`src/rtl/ps2_kbd_device_tx_if.sv`:
```
`default_nettype none
// ============================================================================
// Module   : ps2_kbd_device_tx_if
// Brief    : Key-event input, host clock input and PS/2 line/status outputs
//            of the device-side PS/2 keyboard transmitter.
// Revision : 1.0 - initial release
// ============================================================================
interface ps2_kbd_device_tx_if #(
    parameter int FIFO_DEPTH = 8
);
    logic [10:0]                 ps2_key;
    logic                        ps2_clk_i;
    logic                        ps2_clk_o;
    logic                        ps2_data_o;
    logic                        busy;
    logic                        dropped;
    logic [$clog2(FIFO_DEPTH):0] fifo_count;

    // Event source / host side
    modport master (
        output ps2_key,
        output ps2_clk_i,
        input  ps2_clk_o,
        input  ps2_data_o,
        input  busy,
        input  dropped,
        input  fifo_count
    );

    // Transmitter side
    modport slave (
        input  ps2_key,
        input  ps2_clk_i,
        output ps2_clk_o,
        output ps2_data_o,
        output busy,
        output dropped,
        output fifo_count
    );
endinterface
`default_nettype wire

```
`src/rtl/ps2_kbd_device_tx.sv`:
```
`default_nettype none
// ============================================================================
// Module   : ps2_kbd_device_tx
// Brief    : Device-side PS/2 keyboard transmitter. Expands ps2_key events
//            into Set-2 byte sequences, queues them in a byte FIFO and
//            serializes them as PS/2 frames, backing off on host inhibit.
// Revision : 1.0 - initial release
// ============================================================================
module ps2_kbd_device_tx #(
    parameter int CLK_DIV    = 1000,
    parameter int GAP        = 2000,
    parameter int FIFO_DEPTH = 8
) (
    input  wire                clk_sys,
    input  wire                reset,
    ps2_kbd_device_tx_if.slave bus
);
    localparam int c_AW      = $clog2(FIFO_DEPTH);
    localparam int c_CW      = c_AW + 1;
    localparam int c_CNT_MAX = (CLK_DIV > GAP) ? CLK_DIV : GAP;
    localparam int c_CNT_W   = $clog2(c_CNT_MAX + 1);

    localparam logic [c_CNT_W-1:0] c_DIV_LAST = c_CNT_W'(CLK_DIV - 1);
    localparam logic [c_CNT_W-1:0] c_GAP_LAST = c_CNT_W'(GAP - 1);
    localparam logic [c_CW-1:0]    c_DEPTH    = c_CW'(FIFO_DEPTH);
    localparam logic [3:0]         c_IDX_STOP = 4'd10;

    localparam logic [1:0] c_S_IDLE    = 2'd0;
    localparam logic [1:0] c_S_GAPWAIT = 2'd1;
    localparam logic [1:0] c_S_BIT_HI  = 2'd2;
    localparam logic [1:0] c_S_BIT_LO  = 2'd3;

    logic             r_toggle_ref, r_clk_meta, r_clk_s;
    logic             r_new_valid, r_ovf;
    logic [9:0]       r_new_key;
    logic [15:0]      r_rem;
    logic [1:0]       r_rem_cnt;
    logic [7:0]       r_mem [FIFO_DEPTH];
    logic [c_AW-1:0]  r_wr_ptr, r_rd_ptr;
    logic [c_CW-1:0]  r_count;
    logic [1:0]       r_state, w_next_state;
    logic [c_CNT_W-1:0] r_cnt;
    logic [3:0]       r_idx;
    logic [7:0]       r_shift, r_retry_byte;
    logic             r_retry_valid;

    logic             w_event, w_enq_active, w_consume, w_space_drop, w_start;
    logic [7:0]       w_first, w_push_data;
    logic [15:0]      w_rem;
    logic [1:0]       w_rem_cnt;
    logic [c_CW-1:0]  w_len, w_free;
    logic             w_push, w_pop, w_launch, w_abort;
    logic [10:0]      w_frame;

    // Toggle reference tracks ps2_key[10]; host clock goes through two flops
    always_ff @(posedge clk_sys) begin
        if (reset) begin
            r_toggle_ref <= bus.ps2_key[10];
            r_clk_meta   <= 1'b1;
            r_clk_s      <= 1'b1;
        end else begin
            r_toggle_ref <= bus.ps2_key[10];
            r_clk_meta   <= bus.ps2_clk_i;
            r_clk_s      <= r_clk_meta;
        end
    end

    assign w_event      = bus.ps2_key[10] ^ r_toggle_ref;
    assign w_enq_active = (r_rem_cnt != 2'd0);
    assign w_consume    = r_new_valid & ~w_enq_active;

    // Capture a new event; it waits here (one deep) while a sequence is being written
    always_ff @(posedge clk_sys) begin
        if (reset) begin
            r_new_valid <= 1'b0;
            r_new_key   <= '0;
            r_ovf       <= 1'b0;
        end else begin
            r_ovf <= 1'b0;
            if (w_event) begin
                if (r_new_valid && !w_consume) begin
                    r_ovf <= 1'b1;
                end else begin
                    r_new_valid <= 1'b1;
                    r_new_key   <= bus.ps2_key[9:0];
                end
            end else if (w_consume) begin
                r_new_valid <= 1'b0;
            end
        end
    end

    // Expand the captured event into its byte sequence: [E0] [F0] code
    always_comb begin
        w_first   = r_new_key[7:0];
        w_rem     = '0;
        w_rem_cnt = 2'd0;
        w_len     = c_CW'(1);
        case ({r_new_key[8], r_new_key[9]})
            2'b11: begin
                w_first   = 8'hE0;
                w_rem     = {8'h00, r_new_key[7:0]};
                w_rem_cnt = 2'd1;
                w_len     = c_CW'(2);
            end
            2'b10: begin
                w_first   = 8'hE0;
                w_rem     = {r_new_key[7:0], 8'hF0};
                w_rem_cnt = 2'd2;
                w_len     = c_CW'(3);
            end
            2'b00: begin
                w_first   = 8'hF0;
                w_rem     = {8'h00, r_new_key[7:0]};
                w_rem_cnt = 2'd1;
                w_len     = c_CW'(2);
            end
            default: ;
        endcase
    end

    // Whole sequences only: space is reserved up front, so later bytes never overflow
    assign w_free       = c_DEPTH - r_count;
    assign w_space_drop = w_consume & (w_free < w_len);
    assign w_start      = w_consume & ~w_space_drop;
    assign w_push       = w_start | w_enq_active;
    assign w_push_data  = w_enq_active ? r_rem[7:0] : w_first;

    // Remaining bytes of the sequence, written one per cycle
    always_ff @(posedge clk_sys) begin
        if (reset) begin
            r_rem     <= '0;
            r_rem_cnt <= 2'd0;
        end else if (w_start) begin
            r_rem     <= w_rem;
            r_rem_cnt <= w_rem_cnt;
        end else if (w_enq_active) begin
            r_rem     <= {8'h00, r_rem[15:8]};
            r_rem_cnt <= r_rem_cnt - 2'd1;
        end
    end

    // FIFO storage
    always_ff @(posedge clk_sys) begin
        if (w_push) r_mem[r_wr_ptr] <= w_push_data;
    end

    // FIFO pointers and occupancy
    always_ff @(posedge clk_sys) begin
        if (reset) begin
            r_wr_ptr <= '0;
            r_rd_ptr <= '0;
            r_count  <= '0;
        end else begin
            if (w_push) r_wr_ptr <= r_wr_ptr + c_AW'(1);
            if (w_pop)  r_rd_ptr <= r_rd_ptr + c_AW'(1);
            case ({w_push, w_pop})
                2'b10:   r_count <= r_count + c_CW'(1);
                2'b01:   r_count <= r_count - c_CW'(1);
                default: ;
            endcase
        end
    end

    // A retried byte always goes before anything still queued
    assign w_launch = (r_state == c_S_IDLE) & r_clk_s & (r_retry_valid | (r_count != '0));
    assign w_pop    = w_launch & ~r_retry_valid;
    assign w_abort  = (r_state == c_S_BIT_HI) & ~r_clk_s & (r_idx != c_IDX_STOP);
    assign w_frame  = {1'b1, ~^r_shift, r_shift, 1'b0};

    // Serializer state register
    always_ff @(posedge clk_sys) begin
        if (reset) r_state <= c_S_IDLE;
        else       r_state <= w_next_state;
    end

    // Serializer next-state logic
    always_comb begin
        w_next_state = r_state;
        case (r_state)
            c_S_IDLE:    if (w_launch) w_next_state = c_S_BIT_HI;
            c_S_BIT_HI: begin
                if (w_abort)                  w_next_state = c_S_GAPWAIT;
                else if (r_cnt == c_DIV_LAST) w_next_state = c_S_BIT_LO;
            end
            c_S_BIT_LO: begin
                if (r_cnt == c_DIV_LAST)
                    w_next_state = (r_idx == c_IDX_STOP) ? c_S_GAPWAIT : c_S_BIT_HI;
            end
            c_S_GAPWAIT: if (r_cnt == c_GAP_LAST) w_next_state = c_S_IDLE;
            default:     w_next_state = c_S_IDLE;
        endcase
    end

    // Phase counter, bit index, shift register and retry register
    always_ff @(posedge clk_sys) begin
        if (reset) begin
            r_cnt         <= '0;
            r_idx         <= 4'd0;
            r_shift       <= 8'h00;
            r_retry_valid <= 1'b0;
            r_retry_byte  <= 8'h00;
        end else begin
            if (r_state == c_S_IDLE || w_next_state != r_state) r_cnt <= '0;
            else                                                r_cnt <= r_cnt + c_CNT_W'(1);
            if (w_launch) begin
                r_idx   <= 4'd0;
                r_shift <= r_retry_valid ? r_retry_byte : r_mem[r_rd_ptr];
            end else if (r_state == c_S_BIT_LO && w_next_state == c_S_BIT_HI) begin
                r_idx <= r_idx + 4'd1;
            end
            if (w_abort) begin
                r_retry_valid <= 1'b1;
                r_retry_byte  <= r_shift;
            end else if (w_launch) begin
                r_retry_valid <= 1'b0;
            end
        end
    end

    // Line drive: released outside a frame, clock low only in the low phase
    always_comb begin
        bus.ps2_clk_o  = 1'b1;
        bus.ps2_data_o = 1'b1;
        case (r_state)
            c_S_BIT_HI: bus.ps2_data_o = w_frame[r_idx];
            c_S_BIT_LO: begin
                bus.ps2_clk_o  = 1'b0;
                bus.ps2_data_o = w_frame[r_idx];
            end
            default: ;
        endcase
    end

    assign bus.busy       = (r_state != c_S_IDLE) | (r_count != '0) | r_retry_valid
                          | w_enq_active | r_new_valid;
    assign bus.dropped    = w_space_drop | r_ovf;
    assign bus.fifo_count = r_count;
endmodule
`default_nettype wire

```
`src/flat_wrapper.sv`:
```
// flat-port wrapper written by rule: the top's interface ports become plain ports
module ps2_kbd_device_tx_flat 
#(
    parameter int CLK_DIV    = 1000,
    parameter int GAP        = 2000,
    parameter int FIFO_DEPTH = 8
)
  (clk_sys, reset, bus_ps2_key, bus_ps2_clk_i, bus_ps2_clk_o, bus_ps2_data_o, bus_busy, bus_dropped, bus_fifo_count);
  ps2_kbd_device_tx_if #(.FIFO_DEPTH(FIFO_DEPTH)) bus_i ();
  input  wire clk_sys;
  input  wire reset;
  input wire logic [$bits(bus_i.ps2_key)-1:0] bus_ps2_key;
  input wire logic [$bits(bus_i.ps2_clk_i)-1:0] bus_ps2_clk_i;
  output wire logic [$bits(bus_i.ps2_clk_o)-1:0] bus_ps2_clk_o;
  output wire logic [$bits(bus_i.ps2_data_o)-1:0] bus_ps2_data_o;
  output wire logic [$bits(bus_i.busy)-1:0] bus_busy;
  output wire logic [$bits(bus_i.dropped)-1:0] bus_dropped;
  output wire logic [$bits(bus_i.fifo_count)-1:0] bus_fifo_count;
  assign bus_i.ps2_key = bus_ps2_key;
  assign bus_i.ps2_clk_i = bus_ps2_clk_i;
  assign bus_ps2_clk_o = bus_i.ps2_clk_o;
  assign bus_ps2_data_o = bus_i.ps2_data_o;
  assign bus_busy = bus_i.busy;
  assign bus_dropped = bus_i.dropped;
  assign bus_fifo_count = bus_i.fifo_count;
  ps2_kbd_device_tx #(.CLK_DIV(CLK_DIV), .GAP(GAP), .FIFO_DEPTH(FIFO_DEPTH)) u_core (.clk_sys(clk_sys), .reset(reset), .bus(bus_i));
endmodule
```
`config.mk`:
```
export PLATFORM = sky130hd
export DESIGN_NAME = ps2_kbd_device_tx_flat
export DESIGN_NICKNAME = d
export VERILOG_FILES = /design/src/rtl/ps2_kbd_device_tx_if.sv /design/src/rtl/ps2_kbd_device_tx.sv /design/src/flat_wrapper.sv
export SDC_FILE = /design/constraint.sdc
export NUM_CORES = 1
export LEC_CHECK = 0
export ABC_AREA = 1
export CORE_ASPECT_RATIO = 0.6
export CORE_MARGIN = 5
export CORE_UTILIZATION = 56
export DETAILED_ROUTE_END_ITERATION = 10
export HOLD_SLACK_MARGIN = 0.05
export PLACE_DENSITY = 0.76
export SETUP_SLACK_MARGIN = 0.2
export SYNTH_ARGS = -nofsm -noshare
export SYNTH_HDL_FRONTEND = slang
export SYNTH_SLANG_ARGS = --single-unit
```
`constraint.sdc`:
```
create_clock -name clk_sys -period 3.27 [get_ports clk_sys]
set_input_delay 0.654 -clock clk_sys [delete_from_list [all_inputs] [get_ports clk_sys]]
set_output_delay 0.654 -clock clk_sys [all_outputs]
set_load 0.01 [all_outputs]
```
* After elaboration in Yosys (flattened, before gate mapping)
Memories as Yosys holds them, arrays and structs flattened. A register that Yosys moved wholly into a read port is not among the register bits. Index checks and enable logic that the tools add are counted.
Storage, ports and cells: bits in registers 77, bits in writable memories 64, word-level logic and storage cells 118, memories 1
Operators by class: $add $sub $neg 8, magnitude comparators 2, equal/unequal tests 14, multiplexer cells 32, bitwise operators 22, reductions and logical operators 22
Memory list:
- u_core.r_mem | depth 8, bits a word 8, read ports 1, clocked after memory_dff 1, wr ports 1, line ps2_kbd_device_tx.sv:38 | logic [7:0] r_mem [FIFO_DEPTH];
Operator list (count):
- 16-bit 2-to-1 mux | 2
- 16-bit case mux with 2 select lines | 1
- 2-bit 2-to-1 mux | 8
- 8-bit 2-to-1 mux | 2
- 8-bit case mux with 2 select lines | 1
- 2-bit == test (second input constant) | 6
- 2-bit nonzero test | 6
- 2-bit OR reduction | 6
- 11-bit by 1-bit adder with 11-bit output (second input constant) | 1
- 11-bit by 10-bit == test with 1-bit output (second input constant) | 1
- 11-bit == test (second input constant) | 1
- 1-bit 2-to-1 mux | 11
- 4-bit by 1-bit adder with 4-bit output (second input constant) | 2
- 1-bit bitwise AND | 8
- 2-bit case mux with 2 select lines | 2
- 2-bit case mux with 4 select lines | 1
- 4-bit case mux with 2 select lines | 1
- 8-bit XNOR reduction | 1
- 1-bit bitwise OR | 7
- 3-bit by 1-bit adder with 3-bit output (second input constant) | 2
- 3-bit 2-to-1 mux | 2
- 1-bit inverter | 6
- 4-bit by 5-bit less-than comparator with 1-bit output (second input constant) | 1
- 1-bit binary-select mux with 4-bit select | 1
- 16 further kinds | 20

* Depth between registers and ports, before layout
Gate-level depths: netlist (run 1).
depth after elaboration 10, mapped depth 19, gate-level depth less buffers 18

* Worst setup path after synthesis (run 1)
Ideal clock, no wire load.
path type register to register, start reg u_core.r_count[0] (netlist: u_core.bus.fifo_count[0]), end reg u_core.r_count[2] (netlist: u_core.bus.fifo_count[2]), library setup time 115 ps, data arrival time 2699 ps, required time 3155 ps, setup slack 455 ps, cell stages (with the launch flop) 20, buffers on the path 1, clock period less this slack 2815 ps, cells stage by stage dfxtp_1 > inv_2 > ha_1 > ha_1 > a21boi_0 > nor3_2 > nand2_2 > nand2_4 > nand2_4 > clkinv_2 > buf_6 > ha_1 > nand2_1 > inv_1 > nor2_1 > ha_1 > a21oi_1 > xnor2_1 > o21ai_0 > inv_1
On the way: word-level cells in the longest chain between the ends 8
Ends and longest elaborated chain:
- from (decl) | line ps2_kbd_device_tx.sv:40 | logic [c_CW-1:0] r_count;
- from (signal assigned) | line ps2_kbd_device_tx.sv:158 | 2'b10: r_count <= r_count + c_CW'(1);
- from (signal assigned) | line ps2_kbd_device_tx.sv:159 | 2'b01: r_count <= r_count - c_CW'(1);
- 4-bit subtractor | line ps2_kbd_device_tx.sv:123 | assign w_free = c_DEPTH - r_count;
- 4-bit by 2-bit less-than comparator with 1-bit output | line ps2_kbd_device_tx.sv:124 | assign w_space_drop = w_consume & (w_free < w_len);
- 1-bit bitwise AND | line ps2_kbd_device_tx.sv:124
- 1-bit inverter | line ps2_kbd_device_tx.sv:125 | assign w_start = w_consume & ~w_space_drop;
- 1-bit bitwise AND | line ps2_kbd_device_tx.sv:125
- 1-bit bitwise OR | line ps2_kbd_device_tx.sv:126 | assign w_push = w_start | w_enq_active;
- 2-bit by 1-bit == test with 1-bit output / 2-bit == test (equally long branches) | line ps2_kbd_device_tx.sv:157 | case ({w_push, w_pop})
- 4-bit case mux with 2 select lines / 2-bit nonzero test (equally long branches)
Several ways; a longest one is shown, not always the timed one. A chain may end at the register's enable or synchronous reset.

* Final worst setup path (run 1)
Ends and elaborated chain as after synthesis.

==> results of run 1 <==
timing repair:
item                                    CTS  global route
endpoints found under the setup margin    1             4
gates resized for setup                   3             2
setup buffers                             0             2
pin swaps                                 0             1
power groups by stage:
stage               Clock [mW]  Combinational, mW  Sequential [mW]
floorplan                    0               1.78             2.54
global placement             0               2.26             2.62
detailed placement           0               2.34             2.64
CTS                       1.95               2.38             2.61
global route              2.04               2.68             2.66
finish                    1.94               2.42             2.62
layout by cell type (no fill, tap or decap), types with 7 or more instances in the layout:
cell	n
sky130_fd_sc_hd__o211ai_1	8
sky130_fd_sc_hd__edfxtp_1	64
sky130_fd_sc_hd__buf_4	15
sky130_fd_sc_hd__nand3_1	19
sky130_fd_sc_hd__nand2_2	7
sky130_fd_sc_hd__clkdlybuf4s50_1	20
sky130_fd_sc_hd__inv_1	45
sky130_fd_sc_hd__dfxtp_1	77
sky130_fd_sc_hd__nor2_2	12
sky130_fd_sc_hd__xnor2_1	11
sky130_fd_sc_hd__nand4_1	9
sky130_fd_sc_hd__clkbuf_16	18
sky130_fd_sc_hd__o21ai_0	91
sky130_fd_sc_hd__nor2_1	105
sky130_fd_sc_hd__ha_1	14
sky130_fd_sc_hd__nand2_1	75
sky130_fd_sc_hd__xor2_1	10
sky130_fd_sc_hd__a21oi_1	58
registers in the layout (all words and copies together) (netlist names), named ones only:
name and flops:
u_core.r_clk_s 1, u_core.r_ovf 1, u_core.r_state 2, u_core.r_rd_ptr 3, u_core.r_idx 4, u_core.r_new_valid 1
u_core.r_shift 8, u_core.r_new_key 10, u_core.r_cnt 11, u_core.r_clk_meta 1, u_core.r_wr_ptr 3, u_core.r_rem_cnt 2
u_core.r_toggle_ref 1, u_core.bus.fifo_count 4, u_core.r_mem 64, u_core.r_retry_byte 8, u_core.r_retry_valid 1, u_core.r_rem 16
kinds of logic after synthesis:
kind of cell | after synthesis | share of synthesized area, %
buffers and inverters | 79 | 5.41
XOR/XNOR | 21 | 2.89
flip-flops | 144 | 55.4
adder cells (fa/ha/maj) | 15 | 2.95
AO/OA/AOI/OAI | 177 | 15.0
AND/OR/NAND/NOR | 252 | 18.4
path summary, 6_finish.rpt:
check	start	to	slack [ns]
worst max-delay path	u_core.bus.fifo_count[0]$_SDFFE_PP0P_	u_core.bus.fifo_count[2]$_SDFFE_PP0P_	0.36
worst min-delay path	u_core.r_clk_meta$_SDFF_PP1_	u_core.r_clk_s$_SDFF_PP1_	0.42
worst max register to register	u_core.bus.fifo_count[0]$_SDFFE_PP0P_	u_core.bus.fifo_count[2]$_SDFFE_PP0P_	0.36
worst min register to register	u_core.r_clk_meta$_SDFF_PP1_	u_core.r_clk_s$_SDFF_PP1_	0.42
final cells by class:
| cell class | instances | share of cell area, % |
|---|---|---|
| Sequential cell | 144 | 48.1 |
| Multi-Input combinational cell | 465 | 34.1 |
| Clock buffer | 24 | 7.27 |
| Timing Repair Buffer | 36 | 4.38 |
| Inverter | 53 | 2.73 |
| Tap cell | 144 | 2.46 |
| Clock inverter | 8 | 0.989 |
per-stage QoR:
step | hold slack (ns) | util (%) | power, mW | worst slack (ns) | instance area (µm²)
after floorplan | 0.389 | - | 4.32 | 0.455 | 6360
after global placement | 0.405 | 59.8 | 4.88 | 0.360 | 6710
after detailed placement | 0.412 | 59.8 | 4.98 | 0.240 | 6710
after CTS | 0.431 | 65.2 | 6.95 | 0.272 | 7320
after global routing | 0.437 | 65.4 | 7.38 | 0.147 | 7330
final | 0.422 | 65.4 | 6.98 | 0.357 | 7330
per-layer routing:
layer / GRT usage (%) / vias up / routed length [µm]
li1: - / 2396 / -
met1: 30.3 / 2359 / 6700
met2: 34.0 / 179 / 6600
met3: 6.65 / 21 / 1140
met4: 6.28 / 0 / 159
met5: 0 / - / 0
==> metrics list, run 1 <==
- Entering global routing, the biggest net connects 36 pins.
- Leakage power total: 2.74 nW
- Sorting the synthesized cells by how often they occur yields sky130_fd_sc_hd__nor2_1 (105), sky130_fd_sc_hd__o21ai_0 (91), sky130_fd_sc_hd__dfxtp_1 (80).
* Num rows: 30
- Period Utilization, post-route: 89.1%
- Hold Vio Cnt, Final: 0
- Area share of the largest cell type after synthesis: 30.2%
- The flow ran to the end, and the final reports show no timing, DRC or antenna violations.
- Total Routed Length: 14.6 mm
- Fin nets: 746
- DRC violation count after routing: 0
- Mean instance size in the synthesized netlist: 9.25 µm²
- The share of the Yosys chip area taken by registers is 55.4%.
- The total area inside the core boundary comes to 11200 µm².
- Antenna cell count: 0
- Detailed placement HPWL: 9.91 mm
- The first TritonRoute pass finished after 6 iterations.
- Highest cell delay on the worst timing path: 0.38 ns
- Placer Congestion: 0.923
- Dominant cell type by area after synthesis: sky130_fd_sc_hd__edfxtp_1
- Number of clock buffers inserted by TritonCTS: 17
- Critical path start-end classification: register to register
- Clock tree synthesis found a total of 144 sinks.
* Count of vias placed by the detailed router: 4955
- Post-synthesis net count: 717
- Data arrival time of the critical path: 3.22 ns
- Cell-internal power: 4.38 mW
* F_max: 343 MHz
- Number of storage elements in the synthesis netlist: 144
- Remaining number of nets flagged by the antenna check after routing: 0
- After clock tree synthesis, the clock-pin slew on the worst setup and hold paths is 0.06 ns.
- The worst setup path is captured at a register.
- The H-tree was split into 4 levels.
- Avg WL per Cell: 16.7 µm
- Total number of yosys warnings: 0
- The first global-routing pass estimated 23.6 mm of wire.
* Reg area: 3530 µm²
* Cells on Worst Hold Path: 1
- Setup violations remaining at the end of the flow were counted as 0.
- CTS tree: done
- For this block, the initial DRC count from the detailed router was 405.
* Combinational share of power: 34.6%
* Net switching fraction of the power: 37.2%
- Crit-path slowest cell: sky130_fd_sc_hd__dfxtp_2
- For the worst-skew pair, the clock arrives at the later sink with an insertion delay of 0.42 ns.
* Share of layout cells above drive strength 1: 13.2%
- In this run the power density over the cells is 952 nW/µm².
* Area growth, synth to finish: 15.2%
* Critical Path RT: 3.58 ns
- The number of global-route vias before repair came to 4797.
* Total of buffers placed on input and output ports: 21
* Slew HR: 29.8%
- In this run, synthesis inferred 64 flip-flops with an integrated enable.
- Unique cell type count in the Yosys netlist: 37
- Setup repair after global routing could not meet its margin everywhere.
- Starting density of the core: 56.7%
- Root Buffer Master: sky130_fd_sc_hd__clkbuf_16
- For this run, the leading register cell type out of synthesis is sky130_fd_sc_hd__dfxtp_1.
* Number of maximum-capacitance violations: 0
- Routed via count divided by cell count: 5.67
- Cell area after technology mapping: 6360 µm²
* Number of fill cells: 874
* Worst hold-check path type: register to register
* Number of antenna violations at the first check in global routing: 0
- Number of buffers on the longest clock path: 2
- Counting flops with an async set or reset pin after synthesis yields a share of 0%.
- Area occupied by multi-input gates: 2500 µm²
* CP most frequent cell: sky130_fd_sc_hd__ha_1
- The analysis attributes to net switching a power of 2.60 mW.
- After the flow finishes, the layout carries non-filler instances totaling 874.
- The clock network is responsible for 27.8% of the overall power.
- Count of buffer and inverter cells on the critical path: 4
* Cell breakdown of the critical path: inv_2 > ha_1 > ha_1 > a21boi_0 > nor3_2 > nand2_2 > nand2_4 > nand2_4 > clkinv_2 > ha_2 > nand2_1 > inv_1 > nor2_1 > ha_1 > a21oi_1 > xnor2_1 > o21ai_0 > inv_1
- Including well taps, the total number of placed cells is 840.
- For this run the aggregate overflow at the end of global routing stands at 0.
* Die Footprint: 13700 µm²
* Critical Path Source Type: register
- Period minus WS final: 2.91 ns
- Global routing used 22.0% of the available tracks across all layers.
- Grouping stages by cell kind, the critical path spends the most delay in adder cells.
- Top-Level Pins: 22
- Peak supply drop: 0.469 mV
- Clock skew on the completed layout was measured at 0.00837 ns.
- Buffers inserted to repair hold after CTS numbered 0.
- At the pin with the least slew margin, the transition time is 1.05 ns.
- Cell count after synthesis: 688
* Most instantiated library cell after synthesis: sky130_fd_sc_hd__nor2_1
- Sorting the synthesized cells by area gives the leading types as sky130_fd_sc_hd__edfxtp_1 (30%), sky130_fd_sc_hd__dfxtp_1 (25%), sky130_fd_sc_hd__o21ai_0 (7.2%), sky130_fd_sc_hd__nor2_1 (6.2%), sky130_fd_sc_hd__a21oi_1 (4.6%).
* Vertical extent of the die: 92.6 µm
* Highest fanout seen on the critical path: 11
- Counting cells, the worst reg-to-reg path comes to 18.
- Seq pwr share: 37.6%
- In this run the horizontal extent of the chip is 148 µm.
- Max-slew violation total from the final report: 0
- Number of logic stages on the critical path including buffering: 18
- Total Negative Setup Slacks: 0 ns
(Power assumes the default switching activity.)
==> inputs of run 2 (changes only) <==
- CTS_BUF_LIST: unset -> sky130_fd_sc_hd__clkbuf_16
==> metrics list, run 2 (synthesis results as in run 1) <==
- Measured along the x axis, the die boundary spans 148 µm.
- Avg WL per Cell: 16.7 µm
- Total of buffers placed on input and output ports: 21
- Largest net degree at the start of global routing: 36
* Period minus WS final: 2.93 ns
- Critical path start-end classification: register to register
- The tool flagged a number of max-cap violations equal to 0.
* Fin nets: 748
- The number of global-route vias before repair was 4752.
* Power density over cell area: 941 nW/µm²
- On the final layout, the worst clock skew is 0.00986 ns.
* Peak supply drop: 0.462 mV
- Highest cell delay on the worst timing path: 0.38 ns
- Num rows: 30
- Result of the run: finished clean
- The worst setup path is launched from a register.
- Count of endpoints failing setup in the final report: 0
- The register with the most flip-flops in the layout has 64 of them.
- Among all stages on the critical path, the largest delay is contributed by sky130_fd_sc_hd__dfxtp_2.
- The first global-routing pass estimated 23.5 mm of wire.
* Share of layout cells above drive strength 1: 13.1%
* Root Buffer Master: sky130_fd_sc_hd__clkbuf_16
* Placed Cells incl. Taps: 840
- Of all nets on the critical path, the largest fanout is 11.
* Area growth, synth to finish: 14.5%
- Number of clock buffers inserted by TritonCTS: 17
* Core Util, Final: 64.9%
* Net switching fraction of the power: 37.9%
* Commonest cells after routing, fill and taps aside: sky130_fd_sc_hd__nor2_1 (105), sky130_fd_sc_hd__o21ai_0 (91), sky130_fd_sc_hd__dfxtp_1 (77)
* Detailed placement HPWL: 9.91 mm
- Broken down by cell family, the worst path's largest delay share belongs to adder cells.
- In this run the deepest clock path goes through 2 buffers.
- Largest reg by FF count: u_core.r_mem
- First-pass DRT Iterations: 5
* Area of the core region: 11200 µm²
- Overall global routing resource usage: 22.0%
- Placer Congestion: 0.923
- Antenna cell count: 0
- Worst hold-check path type: register to register
- F_max: 341 MHz
- The internal portion of the total power is 4.26 mW.
- Insertion delay to the later sink of the worst-skew pair: 0.42 ns
* Top-Level Pins: 22
- STA classifies the critical path endpoint as a register.
- Count of vias placed by the detailed router: 4951
- After the first detailed-routing iteration, the DRC count stood at 421.
- For the worst setup path, the data arrival time is 3.24 ns.
- Leading cell type in the layout, fill and taps excluded: sky130_fd_sc_hd__nor2_1
- The worst hold path begins at u_core.r_clk_meta$_SDFF_PP1_.
* Sink count of the clock tree: 144
- Data on the critical path is required at its endpoint by 3.58 ns.
- Of the total power, combinational logic draws 35.4%.
- The H-tree was split into 4 levels.
- At the pin with the least slew margin, the transition time is 1.04 ns.
- The share of total power dissipated in sequential elements is 38.3%.
- Routed via count divided by cell count: 5.65
- Tracing the worst setup path back leads to its startpoint at u_core.bus.fifo_count[0]$_SDFFE_PP0P_.
- For this run, design rule violations remaining after detail routing come to 0.
- Number of antenna violations at the first check in global routing: 0
* Leakage power total: 2.73 nW
- Leaving out filler cells and counting taps, the final layout contains 876.
- Smallest setup slack after layout: 0.341 ns
* Launch instance of the worst register-to-register path: u_core.bus.fifo_count[0]$_SDFFE_PP0P_
* Remaining number of nets flagged by the antenna check after routing: 0
- Net switching power: 2.60 mW
- After detailed routing, the total wire length is 14.6 mm.
* Total Negative Setup Slacks: 0 ns
- Starting density of the core: 56.7%
- Clock-pin slew was measured on the worst setup and hold paths at 0.06 ns.
* Worst slack, placed: 0.240 ns
- The floorplan step set the die height to 92.6 µm.
- Slew HR: 30.5%
* Die Footprint: 13700 µm²
* Count of hold-fix buffers inserted at cts: 0
- Setup repair after global routing could not meet its margin everywhere.
- Max-slew violation total from the final report: 0
- TritonCTS built the clock tree.
- Hold Vio Cnt, Final: 0
- CP most frequent cell: sky130_fd_sc_hd__ha_1
- Together, buffers and inverters on the worst path number 4.
* Cell breakdown of the critical path: inv_2 > ha_1 > ha_1 > a21boi_0 > nor3_2 > nand2_2 > nand2_4 > nand2_4 > clkinv_2 > ha_2 > nand2_1 > inv_1 > nor2_1 > ha_1 > a21oi_1 > xnor2_1 > o21ai_0 > inv_1
* Largest registers ranked by flip-flop count: u_core.r_mem (64), u_core.r_rem (16), u_core.r_cnt (11)
- Share of total power in the clock network: 26.3%
- For this run the aggregate overflow at the end of global routing stands at 0.
- Period Utilization, post-route: 89.6%
run 2: cell types whose count changed in the layout (fill, tap and decap cells not counted), sizes merged:
cell | before | now
inv | 52 | 56
clkinv | 7 | 9
buf | 15 | 17
clkbuf | 24 | 18
run 2: cell type report:
cell class              count  area, µm²
repair buffers             38        337
inverters                  53        200
multi-input cells         465       2500
flip-flops and latches    144       3530
well taps                 144        180
fillers                   888       3930
clock buffers              18        450
clock inverters            14       95.1
run 2: worst register-to-register path, stage by stage, from the launching register on:
cell	delay [ns]
sky130_fd_sc_hd__dfxtp_2	0.38
sky130_fd_sc_hd__inv_2	0.06
sky130_fd_sc_hd__ha_1	0.29
sky130_fd_sc_hd__ha_1	0.26
sky130_fd_sc_hd__a21boi_0	0.13
sky130_fd_sc_hd__nor3_2	0.19
sky130_fd_sc_hd__nand2_2	0.11
sky130_fd_sc_hd__nand2_4	0.14
sky130_fd_sc_hd__nand2_4	0.11
sky130_fd_sc_hd__clkinv_2	0.07
sky130_fd_sc_hd__ha_2	0.21
sky130_fd_sc_hd__nand2_1	0.08
sky130_fd_sc_hd__inv_1	0.08
sky130_fd_sc_hd__nor2_1	0.06
sky130_fd_sc_hd__ha_1	0.17
sky130_fd_sc_hd__a21oi_1	0.16
sky130_fd_sc_hd__xnor2_1	0.09
sky130_fd_sc_hd__o21ai_0	0.17
sky130_fd_sc_hd__inv_1	0.05
run 2: final timing paths:
check	to	slack, ns	depth (start not counted)
worst min register to register	u_core.r_clk_s$_SDFF_PP1_	0.42	1
worst max-delay path	u_core.bus.fifo_count[2]$_SDFFE_PP0P_	0.34	18
worst min-delay path	u_core.r_clk_s$_SDFF_PP1_	0.42	1
worst max register to register	u_core.bus.fifo_count[2]$_SDFFE_PP0P_	0.34	18
run 2: metrics by stage:
stage	hold WS (ns)	area [µm²]	total power, mW
final	0.420	7290	6.86
after global routing	0.436	7290	7.25
after CTS	0.431	7260	6.80
after detailed placement	0.412	6710	4.98
after global placement	0.405	6710	4.88
after floorplan	0.389	6360	4.32
run 2: power groups by stage:
stage          clock network [mW]  registers (mW)  logic, mW
3_3_place_gp                    0            2.62       2.26
5_1_grt                      1.90            2.66       2.69
2_1_floorplan                   0            2.54       1.78
6_report                     1.81            2.62       2.43
4_1_cts                      1.82            2.62       2.37
3_5_place_dp                    0            2.64       2.34
run 2: what timing repair did:
item,in CTS,in global routing
cloned,0,0
resized for setup,3,2
buffers inserted,0,4
endpoints found under the setup margin,1,4
pin swaps,0,1
run 2: per-layer routing:
metal / share of wire [%] / track usage, % / up-vias
met4: 0.87 / 7.13 / 0
met5: 0 / 0 / -
met3: 8.3 / 4.94 / 16
li1: - / - / 2400
met2: 45 / 33.5 / 193
met1: 45 / 31.4 / 2342
==> inputs of run 3 (changes only) <==
- clock period: 3.27 -> 2.7 ns (I/O delays scaled with it)
==> metrics list, run 3 (synthesis results as in run 1) <==
- Result of the run: finished clean
- In the final design database the tool counted 762 nets.
* Slew HR: 46.0%
- The final-report hold violation count was 0.
* Data arrival time of the critical path: 1.99 ns
- Count of hold-fix buffers inserted at cts: 0
- Number of clock buffers inserted by TritonCTS: 17
- Launch instance of the worst register-to-register path: u_core.bus.fifo_count[0]$_SDFFE_PP0P_
* Number of levels the H-tree was split into: 4
* CTS tree: done
- Period minus WS final: 2.53 ns
* Die Footprint: 13700 µm²
- Summed over all layers, the global routing overflow is 0.
* Number of buffers on the longest clock path: 2
- STA classifies the critical path endpoint as an output port.
- Power density over cell area: 1180 nW/µm²
* Critical path start-end classification: register to output port
* Starting density of the core: 56.7%
* Detailed placement HPWL: 10.2 mm
- Leakage power total: 2.80 nW
- Total Negative Setup Slacks: 0 ns
* Overall global routing resource usage: 22.4%
- The repair_antennas step left the layout with diodes totalling 0.
- Sink count of the clock tree: 144
- The largest single stage delay on the critical path is 0.36 ns.
- From left edge to right edge, the die measures 148 µm.
- Num rows: 30
* Count of buffer and inverter cells on the critical path: 2
- Total of buffers placed on input and output ports: 21
- 22 I/O pins were placed.
- Count of non-filler cells in the finished layout: 890
- Before antenna repair, the detailed router went through 5 iterations.
- Area growth, synth to finish: 19.0%
* Startpoint of the tightest hold check path: u_core.r_clk_meta$_SDFF_PP1_
- The first global-routing pass estimated 24.0 mm of wire.
- Detailed routing inserted a total of 5099 vias.
- Among cell families on the critical path, the largest total delay comes from adder cells.
- The final max-slew violation count is 0.
- Routed via count divided by cell count: 5.73
- Setup clock skew after layout: 0.0120 ns
* Number of global-route vias before repair: 4756
* Count of endpoints failing setup in the final report: 0
* Largest net degree at the start of global routing: 36
- Including well taps, the total number of placed cells is 852.
- For the worst setup path, the data required time is 2.16 ns.
- Cells on Worst Hold Path: 1
* Highest fanout seen on the critical path: 3
* CP most frequent cell: sky130_fd_sc_hd__ha_4
* Leading cell type in the layout, fill and taps excluded: sky130_fd_sc_hd__nor2_1
* Total Routed Length: 14.9 mm
- At the later pin of the worst-skew pair, clock insertion delay measures 0.43 ns.
- The final critical path takes up 93.6% of the cycle.
- Share of layout cells above drive strength 1: 18.5%
- The floorplan step set the die height to 92.6 µm.
- The number of antenna violations at the first check in global routing came to 0.
- Flip-flop count of the largest register, all copies and words added: 64
- Counting buffers and inverters, the worst setup path is 8 cells deep.
- Area of the core region: 11200 µm²
- STA classifies the critical path startpoint as a register.
* Avg WL per Cell: 16.7 µm
- In the layout the commonest cells are sky130_fd_sc_hd__nor2_1 (99), sky130_fd_sc_hd__o21ai_0 (89), sky130_fd_sc_hd__nand2_1 (74).
- The largest registers in the layout are u_core.r_mem (64), u_core.r_rem (16), u_core.r_cnt (11).
- DRC violation count after routing: 0
* CP startpoint: u_core.bus.fifo_count[0]$_SDFFE_PP0P_
- The worst-case IR drop observed on VDD is 0.601 mV.
- Timing would allow up to 396 MHz.
* Cell breakdown of the critical path: inv_4 > ha_4 > ha_4 > a21boi_2 > nor3_2 > nand2_2 > o21bai_1 > buf_2
- In this run, the number of DRC markers left after iteration 0 of detailed routing was 420.
- For the pin with the worst max-slew slack, the measured transition is 0.809 ns.
- After layout, the design draws a total of 8.91 mW.
- Remaining number of nets flagged by the antenna check after routing: 0
- Fill cells in the final layout number 836.
- In this run the worst hold path is classified as register to register.
- Counting flops per register, the top entry is u_core.r_mem.
- CTS placed an instance of sky130_fd_sc_hd__clkbuf_16 at the clock tree root.
- Among all stages on the critical path, the largest delay is contributed by sky130_fd_sc_hd__dfxtp_4.
- Number of maximum-capacitance violations: 0
- Clock-pin slew of the registers on the worst-case setup and hold paths: 0.06 ns
* Register-to-Register Path Depth: 17
* Placer Congestion: 0.897
- Unrepaired setup endpoints after global routing: true
==> run 3: report_power, final <==
part / switching [mW] / internal [mW] / leakage (nW)
Clock: 1.02 / 1.32 / 0.284
Sequential: 0.299 / 2.85 / 1.24
Combinational: 2.16 / 1.26 / 1.27
Total: 3.48 / 5.43 / 2.80
==> run 3: path summary, 6_finish.rpt <==
path	end	slack, ns
worst max-delay path	bus_dropped	0.17
worst min-delay path	u_core.r_clk_s$_SDFF_PP1_	0.42
worst max register to register	u_core.bus.fifo_count[2]$_SDFFE_PP0P_	0.22
worst min register to register	u_core.r_clk_s$_SDFF_PP1_	0.42
==> run 3: what timing repair did <==
action | 4_1_cts | 5_1_grt
buffers inserted | 3 | 3
setup endpoints to repair | 6 | 45
gates resized for setup | 18 | 13
pin swaps | 1 | 3
==> run 3: per-layer routing <==
metal  global-route usage (%)  share of wire (%)
met5                        0                  0
met4                     7.75                1.4
met3                     6.65                7.8
met2                     33.9                 44
met1                     31.0                 47
==> run 3: layout make-up <==
| class | instances | area [µm²] | area share [%] |
|---|---|---|---|
| sequential | 144 | 3540 | 46.7 |
| multi-input combinational | 465 | 2610 | 34.5 |
| timing repair buffer | 52 | 440 | 5.82 |
| clock buffer | 17 | 425 | 5.62 |
| inverter | 53 | 211 | 2.79 |
| tap | 144 | 180 | 2.38 |
| clock inverter | 15 | 166 | 2.20 |
==> run 3: per-stage QoR <==
stage                     hold WS (ns)  worst slack [ns]  util (%)  cell area [µm²]
after global placement           0.405             0.174      61.2             6870
after CTS                        0.430             0.176      67.0             7510
after global routing             0.449            0.0973      67.5             7570
after detailed placement         0.406             0.113      61.2             6870
final                            0.419             0.173      67.5             7570
after floorplan                  0.389             0.182         -             6430
